[config.mk]
export PLATFORM = sky130hd
export DESIGN_NAME = pwm_regbank
export DESIGN_NICKNAME = d
export VERILOG_FILES = /design/src/rtl/pwm_regbank_pkg.sv /design/src/rtl/pwm_ch_shadow.sv /design/src/rtl/pwm_regbank.sv
export SDC_FILE = /design/constraint.sdc
export NUM_CORES = 1
export LEC_CHECK = 0
export ABC_CLOCK_PERIOD_IN_PS = 2800
export BUFFER_PORTS_ARGS = -buffer_cell sky130_fd_sc_hd__clkbuf_2
export CAP_MARGIN = 0
export CELL_PAD_IN_SITES_DETAIL_PLACEMENT = 0
export CELL_PAD_IN_SITES_GLOBAL_PLACEMENT = 2
export CORE_ASPECT_RATIO = 0.8
export CORE_MARGIN = 5
export CORE_UTILIZATION = 28
export CTS_CLUSTER_SIZE = 25
export DETAILED_ROUTE_END_ITERATION = 10
export GPL_TIMING_DRIVEN = 1
export PLACE_DENSITY_LB_ADDON = 0.1
export REMOVE_ABC_BUFFERS = 1
export SLEW_MARGIN = 20
export SYNTH_ARGS = -nofsm -noshare
export SYNTH_HDL_FRONTEND = slang
export SYNTH_HIERARCHICAL = 1
export SYNTH_SLANG_ARGS = --single-unit
[constraint.sdc]
create_clock -name clk -period 2.8 [get_ports clk]
set_input_delay 0.14 -clock clk [delete_from_list [all_inputs] [get_ports clk]]
set_output_delay 0.14 -clock clk [all_outputs]
set_load 0.03 [all_outputs]
[src/rtl/pwm_regbank_pkg.sv]
// pwm_regbank_pkg
//   Shared constants for the multi-channel PWM register bank:
//   word addresses, per-channel register offsets and CTRL bit positions.
package pwm_regbank_pkg;

    // Global register word addresses
    localparam int unsigned ADDR_CTRL    = 32'h00;
    localparam int unsigned ADDR_PRESC   = 32'h01;
    localparam int unsigned ADDR_STATUS  = 32'h02;
    localparam int unsigned ADDR_IRQMASK = 32'h03;
    localparam int unsigned ADDR_SWUPD   = 32'h04;
    localparam int unsigned ADDR_DTEN    = 32'h05;

    // Channel c lives at CH_BASE + CH_STRIDE*c
    localparam int unsigned CH_BASE      = 32'h10;
    localparam int unsigned CH_STRIDE    = 4;

    // CTRL bit indices
    localparam int unsigned CTRL_EN      = 0;
    localparam int unsigned CTRL_MODE    = 1;
    localparam int unsigned CTRL_PRELOAD = 2;
    localparam int unsigned CTRL_LOCK    = 3;

    // Register offset within a channel block
    typedef enum logic [1:0] {
        CH_PERIOD = 2'd0,
        CH_DUTY1  = 2'd1,
        CH_DUTY2  = 2'd2,
        CH_DTVAL  = 2'd3
    } ch_reg_e;

endpackage

[src/rtl/pwm_ch_shadow.sv]
// pwm_ch_shadow
//   One PWM channel's double-buffered registers: shadow and active copies of
//   period, duty1, duty2, deadtime value and deadtime enable, the pending bit
//   and the commit decision.
// Ports:
//   clk, rst_n        clock, async active-low reset
//   i_wr_en/i_wr_sel  shadow write strobe and register select for this channel
//   i_wr_data         write data
//   i_dten_wr/_val    shadow deadtime-enable write strobe and value
//   i_preload_en      1: commit only on i_upd_evt; 0: commit right after a write
//   i_upd_evt         counter-overflow pulse from the core
//   i_swupd           software-forced commit
//   o_sh_*            shadow values (register readback)
//   o_period..o_dten  active values driven to the PWM core
//   o_commit          commit happens at the coming edge (feeds status)
module pwm_ch_shadow
    import pwm_regbank_pkg::*;
#(
    parameter int unsigned WIDTH = 16
) (
    input  logic             clk,
    input  logic             rst_n,
    input  logic             i_wr_en,
    input  ch_reg_e          i_wr_sel,
    input  logic [WIDTH-1:0] i_wr_data,
    input  logic             i_dten_wr,
    input  logic             i_dten_val,
    input  logic             i_preload_en,
    input  logic             i_upd_evt,
    input  logic             i_swupd,
    output logic [WIDTH-1:0] o_sh_period,
    output logic [WIDTH-1:0] o_sh_duty1,
    output logic [WIDTH-1:0] o_sh_duty2,
    output logic [WIDTH-1:0] o_sh_dtval,
    output logic             o_sh_dten,
    output logic [WIDTH-1:0] o_period,
    output logic [WIDTH-1:0] o_duty1,
    output logic [WIDTH-1:0] o_duty2,
    output logic [WIDTH-1:0] o_dtval,
    output logic             o_dten,
    output logic             o_commit
);

    logic [WIDTH-1:0] r_sh_period, r_sh_duty1, r_sh_duty2, r_sh_dtval;
    logic [WIDTH-1:0] r_act_period, r_act_duty1, r_act_duty2, r_act_dtval;
    logic             r_sh_dten, r_act_dten;
    logic             r_pending;
    logic             w_sh_write;
    logic             w_commit;

    assign w_sh_write = i_wr_en | i_dten_wr;

    // Without preload a pending write commits on the very next edge; with
    // preload it waits for the core's update event. Software update always wins.
    assign w_commit = i_swupd | (r_pending & (~i_preload_en | i_upd_evt));

    always_ff @(posedge clk or negedge rst_n) begin
        if (!rst_n) begin
            r_sh_period  <= '0;
            r_sh_duty1   <= '0;
            r_sh_duty2   <= '0;
            r_sh_dtval   <= '0;
            r_sh_dten    <= 1'b0;
            r_act_period <= '0;
            r_act_duty1  <= '0;
            r_act_duty2  <= '0;
            r_act_dtval  <= '0;
            r_act_dten   <= 1'b0;
            r_pending    <= 1'b0;
        end else begin
            if (i_wr_en) begin
                case (i_wr_sel)
                    CH_PERIOD: r_sh_period <= i_wr_data;
                    CH_DUTY1:  r_sh_duty1  <= i_wr_data;
                    CH_DUTY2:  r_sh_duty2  <= i_wr_data;
                    CH_DTVAL:  r_sh_dtval  <= i_wr_data;
                endcase
            end
            if (i_dten_wr) begin
                r_sh_dten <= i_dten_val;
            end
            // Active copy takes the pre-write shadow when a write coincides
            // with a commit; the write then keeps pending set for next time.
            if (w_commit) begin
                r_act_period <= r_sh_period;
                r_act_duty1  <= r_sh_duty1;
                r_act_duty2  <= r_sh_duty2;
                r_act_dtval  <= r_sh_dtval;
                r_act_dten   <= r_sh_dten;
            end
            if (w_sh_write) begin
                r_pending <= 1'b1;
            end else if (w_commit) begin
                r_pending <= 1'b0;
            end
        end
    end

    assign o_sh_period = r_sh_period;
    assign o_sh_duty1  = r_sh_duty1;
    assign o_sh_duty2  = r_sh_duty2;
    assign o_sh_dtval  = r_sh_dtval;
    assign o_sh_dten   = r_sh_dten;
    assign o_period    = r_act_period;
    assign o_duty1     = r_act_duty1;
    assign o_duty2     = r_act_duty2;
    assign o_dtval     = r_act_dtval;
    assign o_dten      = r_act_dten;
    assign o_commit    = w_commit;

endmodule

[src/rtl/pwm_regbank.sv]
// pwm_regbank
//   Multi-channel PWM register bank: global CTRL/PRESC, sticky W1C STATUS,
//   IRQ_MASK, SWUPD and DTEN, plus NUM_CH double-buffered channel blocks.
// Ports:
//   clk, rst_n            clock, async active-low reset
//   wr_en, rd_en, addr    bus strobes and word address
//   wr_data, rd_data      write data / registered read data (0 when idle)
//   rd_valid              pulse one cycle after rd_en
//   upd_evt[NUM_CH]       per-channel overflow pulses from the cores
//   en, mode              CTRL[0], CTRL[1]
//   prescaler_div         immediate prescaler value
//   period..deadtime_val  active per-channel values, channel i at [i*WIDTH +: WIDTH]
//   deadtime_en           active per-channel deadtime enables
//   irq                   registered |(status & irq_mask)
module pwm_regbank
    import pwm_regbank_pkg::*;
#(
    parameter int unsigned WIDTH  = 16,
    parameter int unsigned NUM_CH = 4,
    parameter int unsigned ADDR_W = 8
) (
    input  logic                    clk,
    input  logic                    rst_n,
    input  logic                    wr_en,
    input  logic                    rd_en,
    input  logic [ADDR_W-1:0]       addr,
    input  logic [WIDTH-1:0]        wr_data,
    output logic [WIDTH-1:0]        rd_data,
    output logic                    rd_valid,
    input  logic [NUM_CH-1:0]       upd_evt,
    output logic                    en,
    output logic                    mode,
    output logic [WIDTH-1:0]        prescaler_div,
    output logic [NUM_CH*WIDTH-1:0] period,
    output logic [NUM_CH*WIDTH-1:0] duty1,
    output logic [NUM_CH*WIDTH-1:0] duty2,
    output logic [NUM_CH*WIDTH-1:0] deadtime_val,
    output logic [NUM_CH-1:0]       deadtime_en,
    output logic                    irq
);

    logic               r_en, r_mode, r_preload, r_lock;
    logic [WIDTH-1:0]   r_presc;
    logic [NUM_CH-1:0]  r_status, r_irq_mask;
    logic               r_irq;
    logic [WIDTH-1:0]   r_rd_data;
    logic               r_rd_valid;

    logic [31:0]        w_addr;
    logic               w_hit_ctrl, w_hit_presc, w_hit_status, w_hit_mask;
    logic               w_hit_swupd, w_hit_dten, w_is_ch;
    logic [3:0]         w_ch_idx;
    ch_reg_e            w_ch_reg;
    logic [NUM_CH-1:0]  w_wr_bits;
    logic [NUM_CH-1:0]  w_swupd, w_w1c, w_commit, w_ch_wr;
    logic               w_cfg_wr;
    logic [NUM_CH-1:0]  w_sh_dten;
    logic [WIDTH-1:0]   w_sh_period [NUM_CH];
    logic [WIDTH-1:0]   w_sh_duty1  [NUM_CH];
    logic [WIDTH-1:0]   w_sh_duty2  [NUM_CH];
    logic [WIDTH-1:0]   w_sh_dtval  [NUM_CH];
    logic [WIDTH-1:0]   w_rd_mux;

    // Address decode done at 32 bits so the top of the channel window cannot
    // wrap when it sits exactly at 2^ADDR_W.
    assign w_addr       = 32'(addr);
    assign w_hit_ctrl   = (w_addr == ADDR_CTRL);
    assign w_hit_presc  = (w_addr == ADDR_PRESC);
    assign w_hit_status = (w_addr == ADDR_STATUS);
    assign w_hit_mask   = (w_addr == ADDR_IRQMASK);
    assign w_hit_swupd  = (w_addr == ADDR_SWUPD);
    assign w_hit_dten   = (w_addr == ADDR_DTEN);
    assign w_is_ch      = (w_addr >= CH_BASE) && (w_addr < CH_BASE + CH_STRIDE * NUM_CH);
    assign w_ch_idx     = 4'((w_addr - CH_BASE) >> 2);
    assign w_ch_reg     = ch_reg_e'(addr[1:0]);

    assign w_wr_bits = NUM_CH'(wr_data);
    assign w_cfg_wr  = wr_en & ~r_lock;
    assign w_swupd   = (wr_en & w_hit_swupd)  ? w_wr_bits : '0;
    assign w_w1c     = (wr_en & w_hit_status) ? w_wr_bits : '0;

    for (genvar c = 0; c < NUM_CH; c++) begin : g_ch
        assign w_ch_wr[c] = w_cfg_wr & w_is_ch & (w_ch_idx == 4'(c));

        pwm_ch_shadow #(
            .WIDTH(WIDTH)
        ) u_ch (
            .clk          (clk),
            .rst_n        (rst_n),
            .i_wr_en      (w_ch_wr[c]),
            .i_wr_sel     (w_ch_reg),
            .i_wr_data    (wr_data),
            .i_dten_wr    (w_cfg_wr & w_hit_dten),
            .i_dten_val   (w_wr_bits[c]),
            .i_preload_en (r_preload),
            .i_upd_evt    (upd_evt[c]),
            .i_swupd      (w_swupd[c]),
            .o_sh_period  (w_sh_period[c]),
            .o_sh_duty1   (w_sh_duty1[c]),
            .o_sh_duty2   (w_sh_duty2[c]),
            .o_sh_dtval   (w_sh_dtval[c]),
            .o_sh_dten    (w_sh_dten[c]),
            .o_period     (period[c*WIDTH +: WIDTH]),
            .o_duty1      (duty1[c*WIDTH +: WIDTH]),
            .o_duty2      (duty2[c*WIDTH +: WIDTH]),
            .o_dtval      (deadtime_val[c*WIDTH +: WIDTH]),
            .o_dten       (deadtime_en[c]),
            .o_commit     (w_commit[c])
        );
    end

    always_ff @(posedge clk or negedge rst_n) begin
        if (!rst_n) begin
            r_en       <= 1'b0;
            r_mode     <= 1'b0;
            r_preload  <= 1'b0;
            r_lock     <= 1'b0;
            r_presc    <= '0;
            r_status   <= '0;
            r_irq_mask <= '0;
            r_irq      <= 1'b0;
        end else begin
            if (w_cfg_wr & w_hit_ctrl) begin
                r_en      <= wr_data[CTRL_EN];
                r_mode    <= wr_data[CTRL_MODE];
                r_preload <= wr_data[CTRL_PRELOAD];
                // Only reachable while unlocked, so this can only set lock.
                r_lock    <= wr_data[CTRL_LOCK];
            end
            if (w_cfg_wr & w_hit_presc) begin
                r_presc <= wr_data;
            end
            if (wr_en & w_hit_mask) begin
                r_irq_mask <= w_wr_bits;
            end
            // A commit in the same cycle as W1C keeps the bit set.
            r_status <= (r_status & ~w_w1c) | w_commit;
            r_irq    <= |(r_status & r_irq_mask);
        end
    end

    always_comb begin
        w_rd_mux = '0;
        if (w_hit_ctrl) begin
            w_rd_mux = WIDTH'({r_lock, r_preload, r_mode, r_en});
        end else if (w_hit_presc) begin
            w_rd_mux = r_presc;
        end else if (w_hit_status) begin
            w_rd_mux = WIDTH'(r_status);
        end else if (w_hit_mask) begin
            w_rd_mux = WIDTH'(r_irq_mask);
        end else if (w_hit_dten) begin
            w_rd_mux = WIDTH'(w_sh_dten);
        end else if (w_is_ch) begin
            for (int unsigned c = 0; c < NUM_CH; c++) begin
                if (w_ch_idx == 4'(c)) begin
                    case (w_ch_reg)
                        CH_PERIOD: w_rd_mux = w_sh_period[c];
                        CH_DUTY1:  w_rd_mux = w_sh_duty1[c];
                        CH_DUTY2:  w_rd_mux = w_sh_duty2[c];
                        CH_DTVAL:  w_rd_mux = w_sh_dtval[c];
                    endcase
                end
            end
        end
    end

    always_ff @(posedge clk or negedge rst_n) begin
        if (!rst_n) begin
            r_rd_data  <= '0;
            r_rd_valid <= 1'b0;
        end else begin
            r_rd_valid <= rd_en;
            r_rd_data  <= rd_en ? w_rd_mux : '0;
        end
    end

    assign rd_data       = r_rd_data;
    assign rd_valid      = r_rd_valid;
    assign en            = r_en;
    assign mode          = r_mode;
    assign prescaler_div = r_presc;
    assign irq           = r_irq;

endmodule

==> results of run 1 <==
## worst min-delay path, delay by kind of cell
kind            cells  cell delay (ns)
buf+inv             2             0.29
compound gates      1             0.07
simple gates        1             0.10
## logic make-up after synthesis
family | after synthesis | share of synthesized area, %
buffers and inverters | 79 | 2.57
AND/OR/NAND/NOR | 113 | 3.25
flip-flops | 570 | 59.6
multiplexers | 638 | 32.3
AO/OA/AOI/OAI | 74 | 2.28
## power groups by stage
| stage | Combinational, mW | Sequential [mW] | Clock [mW] |
|---|---|---|---|
| final | 1.11 | 8.60 | 9.00 |
| after global routing | 1.21 | 8.62 | 9.64 |
| after CTS | 1.14 | 8.60 | 9.36 |
| after detailed placement | 1.14 | 8.75 | 0 |
| after global placement | 1.13 | 8.74 | 0 |
| after floorplan | 0.353 | 8.80 | 0 |
## final cells by class
cell class	instances	share of cell area, %
multi-input combinational	825	30.6
inverter	5	0.0631
antenna	3	0.0253
timing repair buffer	417	9.09
sequential	570	48.0
tap	1115	4.69
clock buffer	102	6.77
clock inverter	19	0.829
## how the worst min path moves through the flow
stage / slack (ns) / startpoint / end / cells after the start
global route: 0.03 / addr[5] / rd_data[7] / 4
finish: 0.05 / addr[5] / rd_data[7] / 4
floorplan: -0.16 / rst_n / en / 0
global placement: 0.26 / rst_n / g_ch[3].u_ch/o_sh_duty1[5] / 1
detailed placement: 0.26 / rst_n / g_ch[3].u_ch/o_sh_duty1[5] / 1
CTS: 0.004 / addr[5] / rd_data[14] / 4
## metal layers
metal / track usage, % / up-vias
met2: 26.3 / 299
met1: 23.7 / 7605
met4: 3.89 / 2
met3: 4.66 / 93
met5: 0 / -
li1: - / 6275
## state kept, by name, indices dropped and copies added, names as in the netlist, 64 cells and up
signal	cells
g_ch.u_ch/o_dtval	64
g_ch.u_ch/o_duty2	64
g_ch.u_ch/o_sh_period	64
g_ch.u_ch/o_sh_dtval	64
g_ch.u_ch/o_sh_duty1	64
g_ch.u_ch/o_period	64
g_ch.u_ch/o_duty1	64
g_ch.u_ch/o_sh_duty2	64
## what timing repair did
action,in CTS,in global routing
gates resized for setup,0,0
endpoints found under the hold margin,66,0
hold buffers,3,0
## through the flow
stage | utilization [%] | area (um^2) | power (mW) | worst slack, ns | std cells
final | 35.2 | 29700 | 18.7 | 0.579 | 3056
after global routing | 35.2 | 29700 | 19.5 | 0.514 | 3053
after CTS | 35.2 | 29700 | 19.1 | 0.607 | 3053
after detailed placement | 32.5 | 27400 | 9.88 | 0.182 | 2929
after global placement | 32.5 | 27400 | 9.87 | 0.230 | 2929
after floorplan | - | 23300 | 9.15 | -0.393 | 1400
## cell usage in the layout (no fill, tap or decap), drive strengths merged, types with 3 or more instances in the layout
cell         count
dfrtp          570
mux2           546
clkbuf         426
buf             90
mux4            50
mux2i           42
nand2           22
a22oi           16
nand3           16
nor2            12
o22ai           12
a21oi           12
a21o            10
clkinv          10
nand3b          10
nand2b           9
nor3b            9
inv              9
nor2b            6
or2              6
or3              6
o211ai           5
a32oi            5
and2             5
bufinv           5
nor3             4
diode            3
o21a             3
dlygate4sd3      3
nand4            3
==> results by group, run 1 <==
Run status
  – Outcome: finished clean

Power
  – Sequential power share: between 40% and 50%
  – Power Dens Cells: between 600 and 700 nW/um^2
  – Int Pwr: ~14 mW
  – Switching Power: 4.43 mW
  – Clock share of power: about half
  – Worst ir drop on vdd: approximately 0.44 mV
  – P_leak: around 15 nW
  – Comb pwr share: 5.9%
  – Sw Ratio: around a quarter

Detailed routing
  – Vias/cell: 4.67
  – Met3 wire length: 4.38 mm
  – ANT nets after route: 0
  – Drt initial violations: 584
  – Final wirelength: 77.6 mm
  – Via count: roughly 14000
  – DR WL met2: about 35 mm
  – Met1 wire length: 36.2 mm
  – Uppermost layer routed: met5
  – DRT Pass-1 Iters: 4
  – Drt wl/cell: about 25 um
  – Drc violations: 0

Global routing
  – GRT Total Usage: between 10% and 20%
  – Vias in the first global route: 15500
  – Initial antenna violation count: 4
  – First-pass GRT wire length: 113 mm
  – Largest net degree at the start of global routing: just under 80
  – Total global routing overflow: 0

Clocking
  – Inserted Clock Buffers: 68
  – H-tree levels: 3
  – Number of post-CTS setup repair buffers: 0
  – CTS tree: done
  – Clock sinks: 570
  – Maximum buffer depth of the clock tree: 3
  – Worst-skew pair later-pin latency: ~0.6 ns
  – Root buffer cell: clkbuf_16
  – Reg clk slew, reported paths: ~0.060 ns

Final layout
  – Reg area: 14300 um^2
  – Total Nets Final: 1919
  – Area grow syn2layout: 24.2%
  – Layout cell share with drive strength beyond 1: between 50% and 60%
  – Multi-input logic area: slightly above 9000 um^2
  – Fill count: just over 8000

Die
  – Die area: just over 90000 um^2
  – I/O pins: about 330
  – Core area: about 84000 um^2
  – Chip height: about 270 um
  – Rows: 95
  – Starting Density: between 20 and 30%
  – Die width: between 300 and 400 um

Yosys
  – Largest cells by area after synthesis: dfrtp_1 60%, mux2_2 25%, mux4_2 4.7%
  – Mean post-synth cell area: between 15 and 20 um^2
  – Asr flop ratio synth: 100%
  – Post-synth top cells: 570 x dfrtp_1, 536 x mux2_2, 50 x mux4_2
  – Seq/Total Area, Yosys: 59.6%
  – Synth cell types: 52
  – Post-Syn Area: about 24000 um^2
  – Post-synth EDFFs: 0
  – Primary FF master, synth: dfrtp_1
  – Count leader, synth: dfrtp_1
  – Area leader, netlist: dfrtp_1
  – Top cell type's share of synthesized area: between 50% and 60%
  – Synth warn: 6
  – Flops & latches, synth: 570
  – Cells after synthesis: about 1500

STA
  – RSZ-0062 raised after global routing: no
  – Setup violators final: 0
  – Min Hold Slack: a little under 0.05 ns
  – Final count of hold timing violations: 0
  – Rel. slew slack: a little over two fifths
  – Max Transition Viols Final: 0
  – Layout Skew: around 0.023 ns
  – Final min period: around 2.2 ns
  – Fin crit share: roughly four fifths
  – Fmax: approximately 0.45 GHz
  – TNS Setup: 0 ns
  – Actual slew at the worst max-slew pin: between 0.8 and 0.9 ns

Place
  – RePlAce Congestion: between 0.8 and 0.9
  – PortBufs: roughly 330
  – HPWL Detailed: about 54 mm

Critical path
  – RR Startpoint: r_preload
  – WP data required: 3.27 ns
  – CP Class: in -> reg
  – CP max stage delay: roughly 0.66 ns
  – Worst-path fanout max: 21
  – Reg2Reg Setup Slack: ~0.69 ns
  – Crit path from: wr_en
  – CP delay by family, top: buffers and inverters
  – Worst path slowest cell: a21oi_4
  – Critical path cell sequence: dlygate4sd3_1 > clkbuf_2 > nand2_1 > nor3_1 > buf_4 > and2_1 > a21oi_4 > buf_12 > mux2_2
  – CP startpoint kind: primary input
  – WP buf/inv: 4
  – CP Capture Point: g_ch[3].u_ch/o_duty1[11]
  – R2R depth: 4
  – Reg-to-reg critical path endpoint: g_ch[3].u_ch/o_duty1[11]
  – CP arrival: approximately 2.7 ns
  – Kind of end point of the critical path: flip-flop
  – WP depth: 9

Run
  – Max-Cap Viols: 0

Worst hold path
  – Hold Path Class: in -> reg
(Power assumes the default switching activity.)
==> run 2: changes to the inputs <==
- ABC_CLOCK_PERIOD_IN_PS: 2800 -> 2200
- clock period: 2.8 -> 2.2 ns (I/O delays scaled with it)
==> run 2 against run 1 <==
Effect of this change:
- first-iteration DRC count increased by 27%
- clock power increased by 26%
- worst hold slack got worse by 0.0090 ns
- critical path type is now reg -> reg
- critical endpoint is now g_ch[0].u_ch/o_sh_period[15]
==> results by group, run 2 (synthesized netlist as in run 1, its figures left out) <==
STA
  – RSZ-0062 raised after global routing: no
  – Final min period: around 2.0 ns
  – Rel. slew slack: ~62%
  – Setup violators final: 0
  – Max Transition Viols Final: 0
  – Final count of hold timing violations: 0
  – Fin crit share: between 80% and 90%
  – Actual slew at the worst max-slew pin: approximately 0.58 ns
  – Fmax: 0.506 GHz
  – Layout Skew: 0.0210 ns

Place
  – RePlAce Congestion: between 0.7 and 0.8
  – PortBufs: about 330
  – Dpl cell area: 27700 um^2
  – HPWL Detailed: ~55 mm
  – Cell count after placement: 2954

Power
  – Power Dens Cells: between 700 and 800 nW/um^2
  – Sequential power share: 46.1%
  – Clock share of power: a little under half
  – Sw Ratio: a little under a quarter
  – Switching Power: between 5 and 6 mW
  – P_leak: 15.6 nW
  – Int Pwr: between 15 and 20 mW
  – Worst ir drop on vdd: between 0.4 and 0.5 mV
  – Comb pwr share: 6.0%
  – Tot Pwr: roughly 24 mW

Detailed routing
  – ANT nets after route: 0
  – Drt initial violations: between 700 and 800
  – Uppermost layer routed: met4
  – Drc violations: 0
  – DR WL met2: about 35 mm
  – Drt wl/cell: around 25 um
  – Vias/cell: around 4.7
  – DRT Pass-1 Iters: 4
  – Met1 wire length: ~37 mm
  – Final wirelength: just under 80 mm
  – Met3 wire length: 4.26 mm
  – Via count: ~14000

Clocking
  – CTS tree: done
  – Number of post-CTS setup repair buffers: 0
  – Maximum buffer depth of the clock tree: 3
  – H-tree levels: 3
  – Inserted Clock Buffers: 67
  – Root buffer cell: clkbuf_16
  – Worst-skew pair later-pin latency: around 0.61 ns
  – Reg clk slew, reported paths: roughly 0.060 ns
  – Post_cts resized: 0
  – Clock sinks: 570

Final layout
  – Fin cells: roughly 3000
  – Layout cell share with drive strength beyond 1: roughly three fifths
  – Total Nets Final: 1943
  – Post-route cell area: approximately 30000 um^2
  – Fin util: 35.6%
  – Commonest cells after routing, fill and taps aside: 570 x dfrtp_1, 536 x mux2_2, 324 x clkbuf_2
  – Commonest non-fill, non-tap cell in the layout: dfrtp_1
  – Area grow syn2layout: 25.4%

Worst hold path
  – Hold Path Class: in -> async

Die
  – Die width: 337 um
  – Rows: 95
  – Chip height: between 200 and 300 um
  – I/O pins: roughly 330
  – Starting Density: between 20% and 30%
  – Core area: about 84000 um^2
  – Die area: between 90000 and 100000 um^2

Critical path
  – CP arrival: approximately 2.5 ns
  – CP Class: reg -> reg
  – CP startpoint kind: flip-flop
  – Worst-path fanout max: 12
  – R2R depth: 6
  – Kind of end point of the critical path: flip-flop
  – WP data required: between 2 and 3 ns

Global routing
  – Initial antenna violation count: 2
  – First-pass GRT wire length: ~110 mm
  – Largest net degree at the start of global routing: 76
  – Total global routing overflow: 0
  – Vias in the first global route: around 15000
  – GRT Total Usage: 16.9%

Run
  – Max-Cap Viols: 0

Run status
  – Outcome: finished clean
## run 2: path summary, 6_finish.rpt
kind	startpoint	slack (ns)	end
max	r_lock	0.22	g_ch[0].u_ch/o_sh_period[15]
min	rst_n	0.04	g_ch[3].u_ch/o_duty2[1]
max reg2reg	r_lock	0.22	g_ch[0].u_ch/o_sh_period[15]
min reg2reg	r_lock	0.49	r_lock
max in group asynchronous	rst_n	1.27	g_ch[0].u_ch/o_duty2[15]
min in group clk	addr[7]	0.12	rd_data[0]
## run 2: what timing repair did
action	4_1_cts	5_1_grt
hold buffers	3	0
endpoints found under the setup margin	0	0
endpoints found under the hold margin	511	0
## run 2: metrics by stage
stage | setup WS [ns] | hold WS (ns) | setup TNS [ns]
3_5_place_dp | -0.194 | 0.112 | -22.70
3_3_place_gp | -0.155 | 0.104 | -18.54
5_1_grt | 0.0527 | 0.0327 | 0
4_1_cts | 0.197 | 0.0343 | 0
6_report | 0.224 | 0.0394 | 0
2_1_floorplan | -0.963 | -0.186 | -258.45
## run 2: routing by layer
layer / vias to the layer above / track usage (%)
met5: - / 0
met4: 0 / 3.74
met3: 88 / 4.64
met2: 278 / 25.7
met1: 7635 / 24.1
li1: 6336 / -
## run 2: final cells by class
cell class	count	area [um^2]
Antenna cell	4	10.0
Clock buffer	101	2020
Clock inverter	15	204
Fill cell	8188	54400
Inverter	5	18.8
Multi-Input combinational cell	825	9080
Sequential cell	570	14300
Tap cell	1115	1400
Timing Repair Buffer	442	3010
## run 2: critical path, stage by stage (launching register included)
cell and delay [ns]:
dfrtp_1 0.39, nor2b_1 0.24, nand3_1 0.21, nor2_1 0.20, nor3b_4 0.27, buf_12 0.19
mux2_2 0.34
## run 2: power by group through the flow
| stage | sequential, mW | combinational, mW | clock (mW) |
|---|---|---|---|
| after CTS | 10.9 | 1.46 | 11.8 |
| after detailed placement | 11.1 | 1.45 | 0 |
| after floorplan | 11.2 | 0.450 | 0 |
| after global routing | 11.0 | 1.56 | 12.2 |
| final | 10.9 | 1.42 | 11.3 |
| after global placement | 11.1 | 1.44 | 0 |
